`src/rtl/hd_program_loader.sv`:
```
// hd_program_loader: copies an HD image into instruction memory; define LOADER_CHECKSUM_EN to add a checksum output
module hd_program_loader #(
   parameter int HD_AW      = 12,
   parameter int IM_AW      = 10,
   parameter int DW         = 32,
   parameter int HD_LATENCY = 1
) (
   input  logic             clock,
   input  logic             resetCPU,
   input  logic             start,
   input  logic [HD_AW-1:0] base_addr,
   input  logic [IM_AW:0]   length,
   input  logic [IM_AW-1:0] dest_addr,
   output logic [HD_AW-1:0] HDaddress,
   input  logic [DW-1:0]    HDIndata,
   output logic             IMwe,
   output logic [IM_AW-1:0] IMaddress,
   output logic [DW-1:0]    IMdata,
   output logic             busy,
   output logic             done,
`ifdef LOADER_CHECKSUM_EN
   output logic [DW-1:0]    checksum,
`endif
   output logic             error
);
   localparam int CW = $clog2(HD_LATENCY + 1);
   localparam logic [HD_AW:0] HD_SIZE = {1'b1, {HD_AW{1'b0}}};
   typedef enum logic [2:0] {IDLE, CHECK, REQ, WAIT, WRITE, FIN} state_t;
   state_t st, nxt;
   logic [HD_AW-1:0] base_q;
   logic [IM_AW:0]   len_q;
   logic [IM_AW-1:0] dest_q;
   logic [IM_AW:0]   idx;
   logic [CW-1:0]    cnt;
   logic             range_bad;
   logic             last;
   assign range_bad = ({1'b0, base_q} + (HD_AW+1)'(len_q)) > HD_SIZE;
   assign last = (idx + 1'b1) == len_q;
   // state register
   always_ff @(posedge clock) st <= resetCPU ? IDLE : nxt;
   // next-state logic
   always_comb begin
      nxt = st;
      case (st)
         IDLE:    nxt = start ? CHECK : IDLE;
         CHECK:   nxt = (len_q == '0 || range_bad) ? FIN : REQ;
         REQ:     nxt = WAIT;
         WAIT:    nxt = (cnt == CW'(1)) ? WRITE : WAIT;
         WRITE:   nxt = last ? FIN : REQ;
         FIN:     nxt = IDLE;
         default: nxt = IDLE;
      endcase
   end
   // state-decoded outputs
   always_comb begin
      IMwe = st == WRITE;
      busy = st != IDLE;
      done = st == FIN;
   end
   // latched request, address/data registers, error and checksum
   always_ff @(posedge clock) begin
      if (resetCPU) begin
         base_q    <= '0;
         len_q     <= '0;
         dest_q    <= '0;
         idx       <= '0;
         cnt       <= '0;
         HDaddress <= '0;
         IMaddress <= '0;
         IMdata    <= '0;
         error     <= 1'b0;
`ifdef LOADER_CHECKSUM_EN
         checksum  <= '0;
`endif
      end else begin
         if (st == IDLE && start) begin
            base_q <= base_addr;
            len_q  <= length;
            dest_q <= dest_addr;
            error  <= 1'b0;
`ifdef LOADER_CHECKSUM_EN
            checksum <= '0;
`endif
         end
         if (st == CHECK) begin
            error <= len_q != '0 && range_bad;
            idx   <= '0;
            if (nxt == REQ) HDaddress <= base_q;
         end
         if (st == REQ) cnt <= CW'(HD_LATENCY);
         if (st == WAIT) begin
            cnt <= cnt - CW'(1);
            if (cnt == CW'(1)) begin
               IMdata    <= HDIndata;
               IMaddress <= dest_q + idx[IM_AW-1:0];
            end
         end
         if (st == WRITE) begin
            idx <= idx + 1'b1;
            if (!last) HDaddress <= HDaddress + 1'b1;
`ifdef LOADER_CHECKSUM_EN
            checksum <= checksum + IMdata;
`endif
         end
      end
   end
endmodule

```
`config.mk`:
```
export PLATFORM = sky130hd
export DESIGN_NAME = hd_program_loader
export DESIGN_NICKNAME = d
export VERILOG_FILES = /design/src/rtl/hd_program_loader.sv
export SDC_FILE = /design/constraint.sdc
export NUM_CORES = 1
export LEC_CHECK = 0
export CORE_AREA = 5 5 175 93
export DETAILED_ROUTE_END_ITERATION = 6
export DIE_AREA = 0 0 180 98
export SYNTH_ARGS = -nofsm -noshare
export SYNTH_HDL_FRONTEND = slang
export SYNTH_SLANG_ARGS = --single-unit
```
`constraint.sdc`:
```
create_clock -name clock -period 3.6 [get_ports clock]
set_input_delay 0.54 -clock clock [delete_from_list [all_inputs] [get_ports clock]]
set_output_delay 0.54 -clock clock [all_outputs]
set_load 0.01 [all_outputs]
```
# --- After elaboration in Yosys (flattened, before gate mapping) ---
# Index checks and enable logic that the tools add are counted.
word_totals:
  regBits: 103
  in_bits: 68
  output_inout_bits: 58
  word_cells: 49
op_classes:
  n_addsub: 5
  order_cmp: 1
  n_eq_ne: 7
  mux: 15
  reduce_logical: 11
ops:
  columns: ["operator", "count"]
  rows:
  - ["two-way mux 12 bit", 4]
  - ["two-way mux 11 bit", 2]
  - ["case mux 3 bit (5 select lines)", 1]
  - ["adder 12 x 11 -> 13 bit", 1]
  - ["greater-than comparator 13 bit, second input constant", 1]
  - ["adder 12 x 1 -> 12 bit, second input constant", 1]
  - ["adder 11 x 1 -> 11 bit, second input constant", 1]
  - ["== test 11 bit", 1]
  - ["zero test 11 bit", 1]
  - ["nonzero test 11 bit", 1]
  - ["adder 10 bit", 1]
  - ["== test 3 x 2 -> 1 bit, second input constant", 3]
  - ["two-way mux 3 bit", 3]
  - ["== test 3 bit, second input constant", 2]
  - ["nonzero test 2 bit", 3]
  - ["two-way mux 1 bit", 5]
  - ["== test 3 x 1 -> 1 bit, second input constant", 1]
  - ["zero test 3 bit", 1]
  - ["nonzero test 3 bit", 1]
  - ["logical AND 1 bit", 2]
  - ["AND reduction 2 bit", 1]
  - ["logical OR 1 bit", 1]
  - ["subtractor 1 bit, second input constant", 1]

# --- Depth between registers and ports, before layout ---
# Gate-level depths: netlist (run 1).
logic_depth:
  depth_word: 10
  ltp_mapped: 11
  ltp_nobuf: 11

# --- Least setup slack after synthesis (run 1) ---
# OpenSTA, ideal clock, no wires.
synth_timing:
  path_type: "reg2reg"
  from: "register len_q[0]"
  to: "register HDaddress[9]"
  setup_time_ns: 0.132
  arrival_time_ns: 2.434
  required_ns: 3.468
  setup_slack_ns: 1.033
  path_stages_with_launch: 12
  path_buffers: 1
  period_less_slack_ns: 2.567
  cell_sequence: "dfxtp_1 ha_1 fa_1 nand3_1 a21oi_1 or3_1 a221oi_2 o2111ai_4 o22ai_4 buf_4 nand3b_1 a31oi_1"
synth_via:
  elab_chain_cells: 10
  word_cells_on_any_way: 13
  cone_classes: "add/sub: 1; order compare: 1; eq/ne: 2; mux: 7; reduce/logical: 2"
synth_rtl:
  columns: ["item", "line_no", "rtl"]
  rows:
  - ["start: declaration", "31", "logic [IM_AW:0] len_q;"]
  - ["start signal: assignment", "78", "len_q <= length;"]
  - ["adder 12 x 11 -> 13 bit", "37", "assign range_bad = ({1'b0, base_q} + (HD_AW+1)'(len_q)) > HD_SIZE;"]
  - ["greater-than comparator 13 bit", "37", null]
  - ["logical OR 1 bit", "46", "CHECK: nxt = (len_q == '0 || range_bad) ? FIN : REQ;"]
  - ["two-way mux 3 bit", "46", null]
  - ["case mux 3 bit (5 select lines)", "44", "case (st)"]
  - ["== test 3 x 2 -> 1 bit", "88", "if (nxt == REQ) HDaddress <= base_q;"]
  - ["two-way mux 12 bit", "88", null]
  - ["two-way mux 12 bit", "85", "if (st == CHECK) begin"]
  - ["two-way mux 12 bit", "100", "if (!last) HDaddress <= HDaddress + 1'b1;"]
  - ["two-way mux 12 bit (*)", "98", "if (st == WRITE) begin"]
  - ["end signal: assignment", "88", null]
  - ["end signal: assignment", "100", null]
  - ["end: declaration", "14", "output logic [HD_AW-1:0] HDaddress,"]
# Every way passes the cells marked *; elsewhere a longest branch is shown, timed or not.
# A chain may end at the register's enable or synchronous reset.

# --- Worst setup path in the final report (run 1) ---
layout_timing:
  from: "register len_q[3]"
  to: "register HDaddress[0]"
# The elaborated chain is that of the path after synthesis.

==> metrics.md, run 1 <==
| Metric | Value |
|---|---|
| Port buffer count | `125` |
| 1st-iter DRT viols | `397` |
| Vias per cell | `5.23` |
| TritonCTS clock tree | `yes` |
| Ys Warns | `0` |
| Total negative setup slack | `0 ps` |
| Pin slew with the least headroom to its limit | `1000 ps` |
| Share of the synthesized area in the top cell type | `38.2%` |
| Crit Path Category | `reg2reg` |
| Count of pins over their slew limit | `0` |
| Proportion of power drawn by flip-flops and latches | `39.4%` |
| Achievable clock frequency | `320 MHz` |
| Effective utilization at floorplan | `36.5%` |
| Worst hold path class | `reg2reg` |
| Power dissipated by switching net loads | `1320 uW` |
| Average size of a mapped cell | `7.76 sq um` |
| Pin count of the biggest net entering global routing | `46` |
| Number of routed nets with antenna violations | `0` |
| Floorplan core area | `0.0148 sq mm` |
| Critical Path Source Type | `register` |
| Diode insertion count for antenna repair | `0` |
| Cts bufs inserted | `9` |
| Share of the synthesized area in compound gates (AO/OA/AOI/OAI) | `21.2%` |
| PD cells | `510 mW/mm^2` |
| Number of synthesized flops with an enable pin | `0` |
| Bufs on Longest Clock Path | `2` |
| Initial antenna violation count | `0` |
| Die W | `180 um` |
| TritonRoute pass-1 iters | `4` |
| XOR/XNOR share of the synthesized area | `3.41%` |
| Sort of element at the end of the critical path | `register` |
| Critical path arrival | `3370 ps` |
| Comb pwr share | `32.6%` |
| Die footprint | `0.0176 sq mm` |
| Placer congestion estimate | `0.875` |
| Net count of the finished layout | `894` |
| DRC viols | `0` |
| Leakage component of the power | `0.00263 uW` |
| Internal | `2300 uW` |
| Highest net fanout along the worst path | `24` |
| Vert. Die Dim | `98 um` |
| Post CTS Setup Buffer Count | `0` |
| Synth Area in Simple Gates | `27.0%` |
| Skew final | `8.66 ps` |
| Detailed-placement wirelength estimate | `12.9 mm` |
| Number of placement rows | `32` |
| Number of max-cap violations | `0` |
| Required time worst endpoint | `3840 ps` |
| Placement-stage cell area | `0.00680 sq mm` |
| Gr ovfl total | `0` |
| Final number of setup-violating endpoints | `0` |
| Overall power after layout | `3620 uW` |
| Synthesized netlist cell count | `695` |
| Synth Net Count | `787` |
| Number of global-route vias before repair | `5,127` |
| Outcome | `complete, no violations` |
| Wire length of the first global-routing pass | `27.2 mm` |
| Final hold vios | `0` |
| Final wirelength | `16.9 mm` |
| Yosys top cell by area | `sky130_fd_sc_hd__dfxtp_1` |
| Post-synth cell types | `66` |
| Worst skew pair latency | `350 ps` |
| Headroom to the max-slew limit | `33.2%` |
| Share of synthesized registers carrying an async set or reset | `0%` |
| Fraction of power spent switching nets | `36.5%` |
| CTS hold repair buffers | `0` |
| Number of gates resized after cts | `0` |
| Fin crit share | `86.8%` |
| Post-route standard cell area excluding fillers | `0.00710 sq mm` |
| Detailed-route via count | `5,289` |
| Crit path time final | `3120 ps` |
| Post-DR wirelength/cell | `16.7 um` |
| Total number of clock tree sinks | `103` |
| Clock Power Share | `28.0%` |
| Unrepaired setup endpoints after global routing | `no` |
| CTS H-tree depth | `3` |
| Combinational family with the most area after synthesis | `simple AND/OR/NAND/NOR gates` |
| Commonest register cell after synthesis | `sky130_fd_sc_hd__dfxtp_1` |
| Number of top-level pins | `126` |
| Layout cells sized above 1 | `5.33%` |
| Clock transition at path regs | `70 ps` |
| Worst IR drop on VDD | `0.249 mV` |
| Fraction of synthesized area in multiplexers | `0.186%` |
| Adder-Cell Fraction of Synth Area | `5.85%` |
| Global Route Usage Sum | `18.9%` |
| Sequential share of the synthesized area | `38.2%` |
| Core utilization of the finished layout | `48.1%` |
| Clock root cell | `sky130_fd_sc_hd__clkbuf_16` |
| Leading post-synthesis cells by cell area | `sky130_fd_sc_hd__dfxtp_1 (38%), sky130_fd_sc_hd__nand2_1 (12%), sky130_fd_sc_hd__a21oi_1 (8.6%)` |
| Flip-flop and latch count after synthesis | `103` |
| Cell area after synthesis | `0.00539 sq mm` |
| Layout area overhead | `31.7%` |
## synthesized netlist by cell type, types with 6 or more instances
| library cell | number |
|---|---|
| sky130_fd_sc_hd__a21o_1 | 8 |
| sky130_fd_sc_hd__o21ai_0 | 25 |
| sky130_fd_sc_hd__a21boi_0 | 6 |
| sky130_fd_sc_hd__nor2b_1 | 12 |
| sky130_fd_sc_hd__nand3_1 | 14 |
| sky130_fd_sc_hd__nor4_1 | 7 |
| sky130_fd_sc_hd__or3_1 | 6 |
| sky130_fd_sc_hd__and3_1 | 8 |
| sky130_fd_sc_hd__dfxtp_1 | 103 |
| sky130_fd_sc_hd__inv_1 | 13 |
| sky130_fd_sc_hd__nand3b_1 | 10 |
| sky130_fd_sc_hd__a31oi_1 | 13 |
| sky130_fd_sc_hd__nor3_1 | 16 |
| sky130_fd_sc_hd__clkbuf_1 | 31 |
| sky130_fd_sc_hd__ha_1 | 22 |
| sky130_fd_sc_hd__xor2_1 | 9 |
| sky130_fd_sc_hd__a21oi_1 | 93 |
| sky130_fd_sc_hd__nor2_1 | 38 |
| sky130_fd_sc_hd__nand2_1 | 169 |
| sky130_fd_sc_hd__xnor2_1 | 12 |
| sky130_fd_sc_hd__and2_1 | 7 |
## cells by family (layout without fill, tap and decap cells)
logic type	count (synthesis)	in the layout
AOI/OAI and AO/OA	184	184
xor gates and xnor gates	21	21
adders and majority gates	24	24
buffers and inverters	52	164
DFF	103	103
muxes	1	1
and+or+nand+nor	310	310
## worst paths after layout
| check | start | to | slack, ps | cells past startpoint |
|---|---|---|---|---|
| setup / recovery | len_q[3] | HDaddress[0] | 480 | 9 |
| hold / removal | IMdata[20] | IMdata[20] | 460 | 2 |
| setup reg to reg | len_q[3] | HDaddress[0] | 480 | 9 |
| hold reg to reg | IMdata[20] | IMdata[20] | 460 | 2 |
## through the flow
| step | worst slack [ps] | std cells | hold WS [ps] |
|---|---|---|---|
| 2_1_floorplan | 1030 | 695 | 441 |
| 3_3_place_gp | 561 | 995 | 443 |
| 3_5_place_dp | 530 | 995 | 448 |
| 4_1_cts | 509 | 1011 | 459 |
| 5_1_grt | 279 | 1011 | 476 |
| 6_report | 476 | 1011 | 455 |
## power groups by stage
| stage | Clock, uW | Combinational, uW | Sequential (uW) |
|---|---|---|---|
| 5_1_grt | 1090 | 1300 | 1450 |
| 4_1_cts | 1040 | 1170 | 1420 |
| 3_5_place_dp | 0 | 1170 | 1450 |
| 2_1_floorplan | 0 | 812 | 1380 |
| 3_3_place_gp | 0 | 1160 | 1440 |
| 6_report | 1010 | 1180 | 1420 |
## placed cells by master, fill, tap and decap left out, types with 8 or more instances in the layout
cell / synthesis / routed
sky130_fd_sc_hd__xnor2_1: 12 / 12
sky130_fd_sc_hd__a21oi_1: 93 / 93
sky130_fd_sc_hd__buf_4: 2 / 9
sky130_fd_sc_hd__nand2_1: 169 / 169
sky130_fd_sc_hd__nand3_1: 14 / 13
sky130_fd_sc_hd__nor2b_1: 12 / 12
sky130_fd_sc_hd__clkdlybuf4s50_1: 0 / 124
sky130_fd_sc_hd__nor3_1: 16 / 16
sky130_fd_sc_hd__ha_1: 22 / 22
sky130_fd_sc_hd__nor2_1: 38 / 38
sky130_fd_sc_hd__o21ai_0: 25 / 25
sky130_fd_sc_hd__and3_1: 8 / 8
sky130_fd_sc_hd__xor2_1: 9 / 9
sky130_fd_sc_hd__nand3b_1: 10 / 10
sky130_fd_sc_hd__a31oi_1: 13 / 13
sky130_fd_sc_hd__a21o_1: 8 / 8
sky130_fd_sc_hd__inv_1: 13 / 13
sky130_fd_sc_hd__dfxtp_1: 103 / 103
sky130_fd_sc_hd__clkbuf_16: 0 / 9
## registers in the layout, indices dropped and copies added (netlist names), 3 cells and up
name / count
HDaddress: 12
IMaddress: 10
IMdata: 32
base_q: 12
dest_q: 10
idx: 11
len_q: 11
st: 3
## metal layers
| layer | up-vias | global-route usage [%] | part of all wire [%] |
|---|---|---|---|
| met2 | 152 | 25.4 | 38 |
| met5 | - | 0 | 0 |
| met4 | 0 | 3.45 | 0.68 |
| met1 | 2487 | 30.1 | 54 |
| met3 | 12 | 4.95 | 7.6 |
| li1 | 2638 | - | - |
## worst max-delay path: stages (launching register included)
cell and delay, ps:
sky130_fd_sc_hd__dfxtp_1 410, sky130_fd_sc_hd__ha_1 320, sky130_fd_sc_hd__a21o_1 220, sky130_fd_sc_hd__a21o_1 240
sky130_fd_sc_hd__or3_1 360, sky130_fd_sc_hd__a21oi_1 320, sky130_fd_sc_hd__o2111ai_4 230, sky130_fd_sc_hd__o22ai_4 510
sky130_fd_sc_hd__nor3b_1 120, sky130_fd_sc_hd__o31a_1 300
## area by class of cell
class	count	area, sq um
clock buffer	10	229
multi-input combinational	540	3110
clock inverter	6	76.3
inverter	14	52.6
tap	204	255
fill	1420	7670
timing repair buffer	134	1310
sequential	103	2060
Power figures use the tool's default switching activity.
==> inputs of run 2 (changes only) <==
--- a/config.mk
+++ b/config.mk
@@ -7,5 +7,6 @@
 export LEC_CHECK = 0
-export CORE_AREA = 5 5 175 93
+export CORE_AREA = 5 5 161 86
 export DETAILED_ROUTE_END_ITERATION = 6
-export DIE_AREA = 0 0 180 98
+export DIE_AREA = 0 0 166 91
+export PLACE_DENSITY = 0.72
 export SYNTH_ARGS = -nofsm -noshare
--- a/constraint.sdc
+++ b/constraint.sdc
@@ -3,2 +3,2 @@
 set_output_delay 0.54 -clock clock [all_outputs]
-set_load 0.01 [all_outputs]
+set_load 0.05 [all_outputs]
==> run 2 against run 1 <==
- clock-buffer cell count down 1
- flip-flop and latch count unchanged
- critical endpoint unchanged
- total power up 0.73%
- worst hold slack worse by 3.5 ps
- register-to-register slack about the same
==> metrics.md, run 2 (synthesis results as in run 1) <==
| Metric | Value |
|---|---|
| Crit path time final | `3130 ps (was 3120 ps)` |
| Floorplan core area | `0.0123 sq mm (was 0.0148 sq mm)` |
| Unrepaired setup endpoints after global routing | `no (unchanged)` |
| Overall power after layout | `3650 uW (was 3620 uW)` |
| Met2 usage in global routing | `28.5% (was 25.4%)` |
| Placer congestion estimate | `0.922 (was 0.875)` |
| Largest register FFs | `32 (unchanged)` |
| Detailed-route via count | `5,336 (was 5,289)` |
| Headroom to the max-slew limit | `35.6% (was 33.2%)` |
| Worst IR drop on VDD | `0.268 mV (was 0.249 mV)` |
| Crit Path Category | `reg2reg (unchanged)` |
| CTS H-tree depth | `3 (unchanged)` |
| Critical Path Source Type | `register (unchanged)` |
| Critical-path top delay cell | `sky130_fd_sc_hd__o22ai_4 (unchanged)` |
| Met3 routing resource usage after global routing | `5.51% (was 4.95%)` |
| Required time worst endpoint | `3850 ps (was 3840 ps)` |
| Pin count of the biggest net entering global routing | `45 (was 46)` |
| Initial antenna violation count | `0 (unchanged)` |
| Worst skew pair latency | `350 ps (about the same)` |
| TritonRoute pass-1 iters | `5 (was 4)` |
| Multi-input gate area | `0.00311 sq mm (about the same)` |
| 1st-iter DRT viols | `447 (was 397)` |
| Number of routed nets with antenna violations | `0 (unchanged)` |
| Clock transition at path regs | `70 ps (about the same)` |
| Total number of clock tree sinks | `103 (unchanged)` |
| Number of placement rows | `29 (was 32)` |
| DRC viols | `0 (unchanged)` |
| Setup slack, reg-to-reg | `470 ps (was 480 ps)` |
| Total negative setup slack | `0 ps (unchanged)` |
| Count of pins over their slew limit | `0 (unchanged)` |
| Diode insertion count for antenna repair | `0 (unchanged)` |
| TritonCTS clock tree | `yes (unchanged)` |
| Placement-stage cell area | `0.00677 sq mm (was 0.00680 sq mm)` |
| Die footprint | `0.0151 sq mm (was 0.0176 sq mm)` |
| Pre-CTS WS | `490 ps (was 530 ps)` |
| Final hold vios | `0 (unchanged)` |
| Highest net fanout along the worst path | `24 (unchanged)` |
| CTS hold repair buffers | `0 (unchanged)` |
| Clock root cell | `sky130_fd_sc_hd__clkbuf_16 (unchanged)` |
| Global Route Usage Sum | `21.1% (was 18.9%)` |
| Vias per cell | `5.44 (was 5.23)` |
| Skew final | `7.59 ps (was 8.66 ps)` |
| Detailed-placement wirelength estimate | `12.4 mm (was 12.9 mm)` |
| Vert. Die Dim | `91 um (was 98 um)` |
| Layout area overhead | `30.8% (was 31.7%)` |
| Commonest cells after routing, fill and taps aside | `sky130_fd_sc_hd__nand2_1 (169), sky130_fd_sc_hd__clkdlybuf4s50_1 (124), sky130_fd_sc_hd__dfxtp_1 (103) (unchanged)` |
| Cts bufs inserted | `9 (unchanged)` |
| Number of gates resized after cts | `0 (unchanged)` |
| Most common cell after layout, fill and taps aside | `sky130_fd_sc_hd__nand2_1 (unchanged)` |
| Fill cell total of the finished layout | `1,087 (was 1,420)` |
| Post-route standard cell area excluding fillers | `0.00706 sq mm (was 0.00710 sq mm)` |
| Final wirelength | `16.4 mm (was 16.9 mm)` |
| Die W | `166 um (was 180 um)` |
| Post-Route Hold Slack | `452 ps (was 455 ps)` |
| Global routing met1 resource utilization | `33.3% (was 30.1%)` |
| Fin crit share | `87.0% (was 86.8%)` |
| Number of top-level pins | `126 (unchanged)` |
| Port buffer count | `125 (unchanged)` |
| Outcome | `complete, no violations (unchanged)` |
| Number of global-route vias before repair | `4,890 (was 5,127)` |
| Net count of the finished layout | `897 (was 894)` |
| Effective utilization at floorplan | `43.8% (was 36.5%)` |
| Registers with the most flip-flops | `IMdata x32, HDaddress x12, base_q x12 (unchanged)` |
| Top reg by flops | `IMdata (unchanged)` |
| Bufs on Longest Clock Path | `2 (unchanged)` |
| Leakage component of the power | `0.00263 uW (about the same)` |
| Storage element area | `0.00206 sq mm (unchanged)` |
| Worst hold path class | `reg2reg (unchanged)` |
| Critical path arrival | `3380 ps (was 3370 ps)` |
| Final number of setup-violating endpoints | `0 (unchanged)` |
| Layout cells sized above 1 | `5.68% (was 5.33%)` |
| Pin slew with the least headroom to its limit | `963 ps (was 1000 ps)` |
| GRT Max-Usage Layer | `met1 (unchanged)` |
| Number of max-cap violations | `0 (unchanged)` |
| Post CTS Setup Buffer Count | `0 (unchanged)` |
| Slack of the critical path | `467 ps (was 476 ps)` |
| Gr ovfl total | `0 (unchanged)` |
| Wire length of the first global-routing pass | `26.1 mm (was 27.2 mm)` |
| Achievable clock frequency | `319 MHz (was 320 MHz)` |
| Post-DR wirelength/cell | `16.7 um (about the same)` |
| PD cells | `517 mW/mm^2 (was 510 mW/mm^2)` |
| Cell-by-cell listing of the critical path | `ha_1 -> fa_1 -> and3_1 -> o21ai_1 -> a21oi_1 -> nor4_1 -> o2111ai_4 -> o22ai_4 -> nor3b_1 -> o31a_1 (was ha_1 -> a21o_1 -> a21o_1 -> or3_1 -> a21oi_1 -> o2111ai_4 -> o22ai_4 -> nor3b_1 -> o31a_1)` |
| Sort of element at the end of the critical path | `register (unchanged)` |
| Stage delay of the slowest cell on the critical path | `500 ps (was 510 ps)` |
## run 2: cell count changes in the layout (fill, tap and decap cells not counted)
cell,before,now
sky130_fd_sc_hd__buf_4,9,12
sky130_fd_sc_hd__bufinv_16,1,0
sky130_fd_sc_hd__clkbuf_1,1,0
sky130_fd_sc_hd__clkinv_2,0,1
sky130_fd_sc_hd__clkinv_4,3,2
sky130_fd_sc_hd__clkinvlp_4,0,2
sky130_fd_sc_hd__nand3_1,13,14
sky130_fd_sc_hd__nand3_2,2,1
## run 2: worst max-delay path, delay by kind of cell, from the launching register on
| kind | cells | cell delay (ps) |
|---|---|---|
| AO/OA/AOI/OAI | 5 | 1310 |
| adder cells (fa/ha/maj) | 2 | 650 |
| AND/OR/NAND/NOR | 3 | 720 |
| flip-flops | 1 | 350 |
## run 2: final timing paths
kind | to | depth (start not counted) | from
min reg2reg | IMaddress[3] | 2 | IMaddress[3]
max reg2reg | HDaddress[0] | 10 | len_q[0]
max | HDaddress[0] | 10 | len_q[0]
min | IMaddress[3] | 2 | IMaddress[3]
## run 2: power by group
| group | switching (uW) | internal [uW] | total, uW | leakage [uW] |
|---|---|---|---|---|
| Clock | 459 | 478 | 936 | 0.000134 |
| Combinational | 790 | 496 | 1290 | 0.00166 |
| Sequential | 161 | 1260 | 1420 | 0.000835 |
## run 2: cell type report
| class | instances | share of cell area [%] |
|---|---|---|
| Clock buffer | 9 | 3.19 |
| Tap cell | 170 | 3.01 |
| Timing Repair Buffer | 137 | 18.9 |
| Sequential cell | 103 | 29.2 |
| Inverter | 14 | 0.745 |
| Multi-Input combinational cell | 540 | 44.1 |
| Clock inverter | 7 | 0.816 |
## run 2: metal layers
metal | vias up | share of wire [%] | wire length [um]
met1 | 2508 | 53 | 8600
met2 | 180 | 39 | 6450
met4 | 0 | 0.70 | 115
met3 | 12 | 7.3 | 1200
li1 | 2636 | - | -
met5 | - | 0 | 0
## run 2: per-stage QoR
step                      util, %  std cells
after CTS                    57.4        980
after floorplan                 -        695
after detailed placement     55.1        964
final                        57.4        980
after global placement       55.1        964
after global routing         57.4        980
==> inputs of run 3 (changes only) <==
Settings changed: MAX_ROUTING_LAYER set to met4, PLACE_DENSITY 0.72 to 0.75.
==> run 3 against run 2 <==
- cell count down 0.31%
- clock skew up 2.8 ps
- worst hold slack gained 4.3 ps
- global-route usage up 0.64 points
- total power increased by 3.0%
- largest power group unchanged
- critical endpoint unchanged
==> metrics.md, run 3 (synthesis results as in run 1) <==
| Metric | Value |
|---|---|
| Hold Path Depth | `2 (unchanged)` |
| Met3 routing resource usage after global routing | `6.29% (was 5.51%)` |
| Skew final | `10.4 ps (was 7.59 ps)` |
| Layout cells sized above 1 | `5.33% (was 5.68%)` |
| Overall power after layout | `3760 uW (was 3650 uW)` |
| Critical path arrival | `3370 ps (was 3380 ps)` |
| Initial antenna violation count | `0 (unchanged)` |
| GRT Max-Usage Layer | `met1 (unchanged)` |
| Global routing met1 resource utilization | `32.5% (was 33.3%)` |
| Sort of element at the end of the critical path | `register (unchanged)` |
| Cts bufs inserted | `9 (unchanged)` |
| Worst reg-to-reg path cell count | `9 (was 10)` |
| Crit path time final | `3120 ps (was 3130 ps)` |
| Detailed-route via count | `5,277 (was 5,336)` |
| PD cells | `530 mW/mm^2 (was 517 mW/mm^2)` |
| Pin slew with the least headroom to its limit | `1130 ps (was 963 ps)` |
| Achievable clock frequency | `321 MHz (was 319 MHz)` |
| Number of global-route vias before repair | `4,840 (was 4,890)` |
| Post-DR wirelength/cell | `16.6 um (was 16.7 um)` |
| TritonCTS clock tree | `yes (unchanged)` |
| Final wirelength | `16.2 mm (was 16.4 mm)` |
| Port buffer count | `125 (unchanged)` |
| Fin crit share | `86.6% (was 87.0%)` |
| Final hold vios | `0 (unchanged)` |
| Placement-stage cell area | `0.00676 sq mm (was 0.00677 sq mm)` |
| Clock transition at path regs | `80 ps (was 70 ps)` |
| DRC viols | `0 (unchanged)` |
| Detailed-placement wirelength estimate | `12.2 mm (was 12.4 mm)` |
| Number of top-level pins | `126 (unchanged)` |
| Net count of the finished layout | `894 (was 897)` |
| Placer congestion estimate | `0.919 (was 0.922)` |
| Total negative setup slack | `0 ps (unchanged)` |
| Worst hold path class | `reg2reg (unchanged)` |
| Number of max-cap violations | `0 (unchanged)` |
| CTS hold repair buffers | `0 (unchanged)` |
| Most common cell after layout, fill and taps aside | `sky130_fd_sc_hd__nand2_1 (unchanged)` |
| Die footprint | `0.0151 sq mm (unchanged)` |
| Registers with the most flip-flops | `IMdata x32, HDaddress x12, base_q x12 (unchanged)` |
| Post CTS Setup Buffer Count | `0 (unchanged)` |
| Clock root cell | `sky130_fd_sc_hd__clkbuf_16 (unchanged)` |
| Pin count of the biggest net entering global routing | `76 (was 45)` |
| Gr ovfl total | `0 (unchanged)` |
| Bufs on Longest Clock Path | `2 (unchanged)` |
| Core utilization of the finished layout | `57.6% (was 57.4%)` |
| Top reg by flops | `IMdata (unchanged)` |
| Total number of clock tree sinks | `103 (unchanged)` |
| Wire length of the first global-routing pass | `26.1 mm (about the same)` |
| Floorplan core area | `0.0123 sq mm (unchanged)` |
| Commonest cells after routing, fill and taps aside | `sky130_fd_sc_hd__nand2_1 (169), sky130_fd_sc_hd__clkdlybuf4s50_1 (124), sky130_fd_sc_hd__dfxtp_1 (103) (unchanged)` |
| Post-route standard cell area excluding fillers | `0.00708 sq mm (was 0.00706 sq mm)` |
| Count of pins over their slew limit | `0 (unchanged)` |
| Headroom to the max-slew limit | `24.1% (was 35.6%)` |
| CTS H-tree depth | `3 (unchanged)` |
| Diode insertion count for antenna repair | `0 (unchanged)` |
| Worst IR drop on VDD | `0.271 mV (was 0.268 mV)` |
| 1st-iter DRT viols | `496 (was 447)` |
| Crit Path Category | `reg2reg (unchanged)` |
| Number of gates resized after cts | `0 (unchanged)` |
| Effective utilization at floorplan | `43.8% (unchanged)` |
| Number of routed nets with antenna violations | `0 (unchanged)` |
| Leakage component of the power | `0.00264 uW (was 0.00263 uW)` |
| Vert. Die Dim | `91 um (unchanged)` |
| Layout area overhead | `31.3% (was 30.8%)` |
| Vias per cell | `5.40 (was 5.44)` |
| TritonRoute pass-1 iters | `5 (unchanged)` |
| Final number of setup-violating endpoints | `0 (unchanged)` |
| Unrepaired setup endpoints after global routing | `no (unchanged)` |
| Critical Path Source Type | `register (unchanged)` |
| Met2 usage in global routing | `28.9% (was 28.5%)` |
| Largest register FFs | `32 (unchanged)` |
| Highest net fanout along the worst path | `24 (unchanged)` |
| Required time worst endpoint | `3850 ps (about the same)` |
| Number of placement rows | `29 (unchanged)` |
| Die W | `166 um (unchanged)` |
| Outcome | `complete, no violations (unchanged)` |
| Global Route Usage Sum | `21.7% (was 21.1%)` |
| Worst skew pair latency | `350 ps (about the same)` |
==> run 3: metal layers <==
| layer | part of all wire [%] | routed length [um] | up-vias |
|---|---|---|---|
| met5 | 0 | 0 | - |
| li1 | - | - | 2647 |
| met3 | 9.5 | 1540 | 11 |
| met2 | 39 | 6370 | 203 |
| met1 | 51 | 8220 | 2416 |
| met4 | 0.70 | 114 | 0 |
==> run 3: per-stage QoR <==
| stage | cells | hold WS, ps | setup slack, ps |
|---|---|---|---|
| 2_1_floorplan | 695 | 441 | 1020 |
| 3_3_place_gp | 961 | 440 | 591 |
| 3_5_place_dp | 961 | 446 | 560 |
| 4_1_cts | 977 | 456 | 518 |
| 5_1_grt | 977 | 485 | 238 |
| 6_report | 977 | 456 | 481 |
==> run 3: area by class of cell <==
class	instances	area, sq um
Clock buffer	9	225
Sequential cell	103	2060
Fill cell	1128	5220
Timing Repair Buffer	134	1330
Tap cell	170	213
Inverter	14	52.6
Clock inverter	7	95.1
Multi-Input combinational cell	540	3110
==> run 3: power breakdown <==
part           internal [uW]  switching [uW]  total [uW]
combinational            495             791        1290
sequential              1260             169        1430
clock                    562             480        1040
total                   2320            1440        3760
==> run 3: path summary, 6_finish.rpt <==
path	endpoint	start	slack, ps
setup / recovery	HDaddress[0]	len_q[3]	480
hold / removal	IMdata[2]	IMdata[2]	460
setup reg to reg	HDaddress[0]	len_q[3]	480
hold reg to reg	IMdata[2]	IMdata[2]	460
==> run 3: worst max-delay path, cell delays in order, from the launching register on <==
cell	delay, ps
sky130_fd_sc_hd__dfxtp_1	420
sky130_fd_sc_hd__ha_1	330
sky130_fd_sc_hd__a21o_1	220
sky130_fd_sc_hd__a21o_1	230
sky130_fd_sc_hd__or3_1	360
sky130_fd_sc_hd__a21oi_1	320
sky130_fd_sc_hd__o2111ai_4	220
sky130_fd_sc_hd__o22ai_4	490
sky130_fd_sc_hd__nor3b_1	130
sky130_fd_sc_hd__o31a_1	310
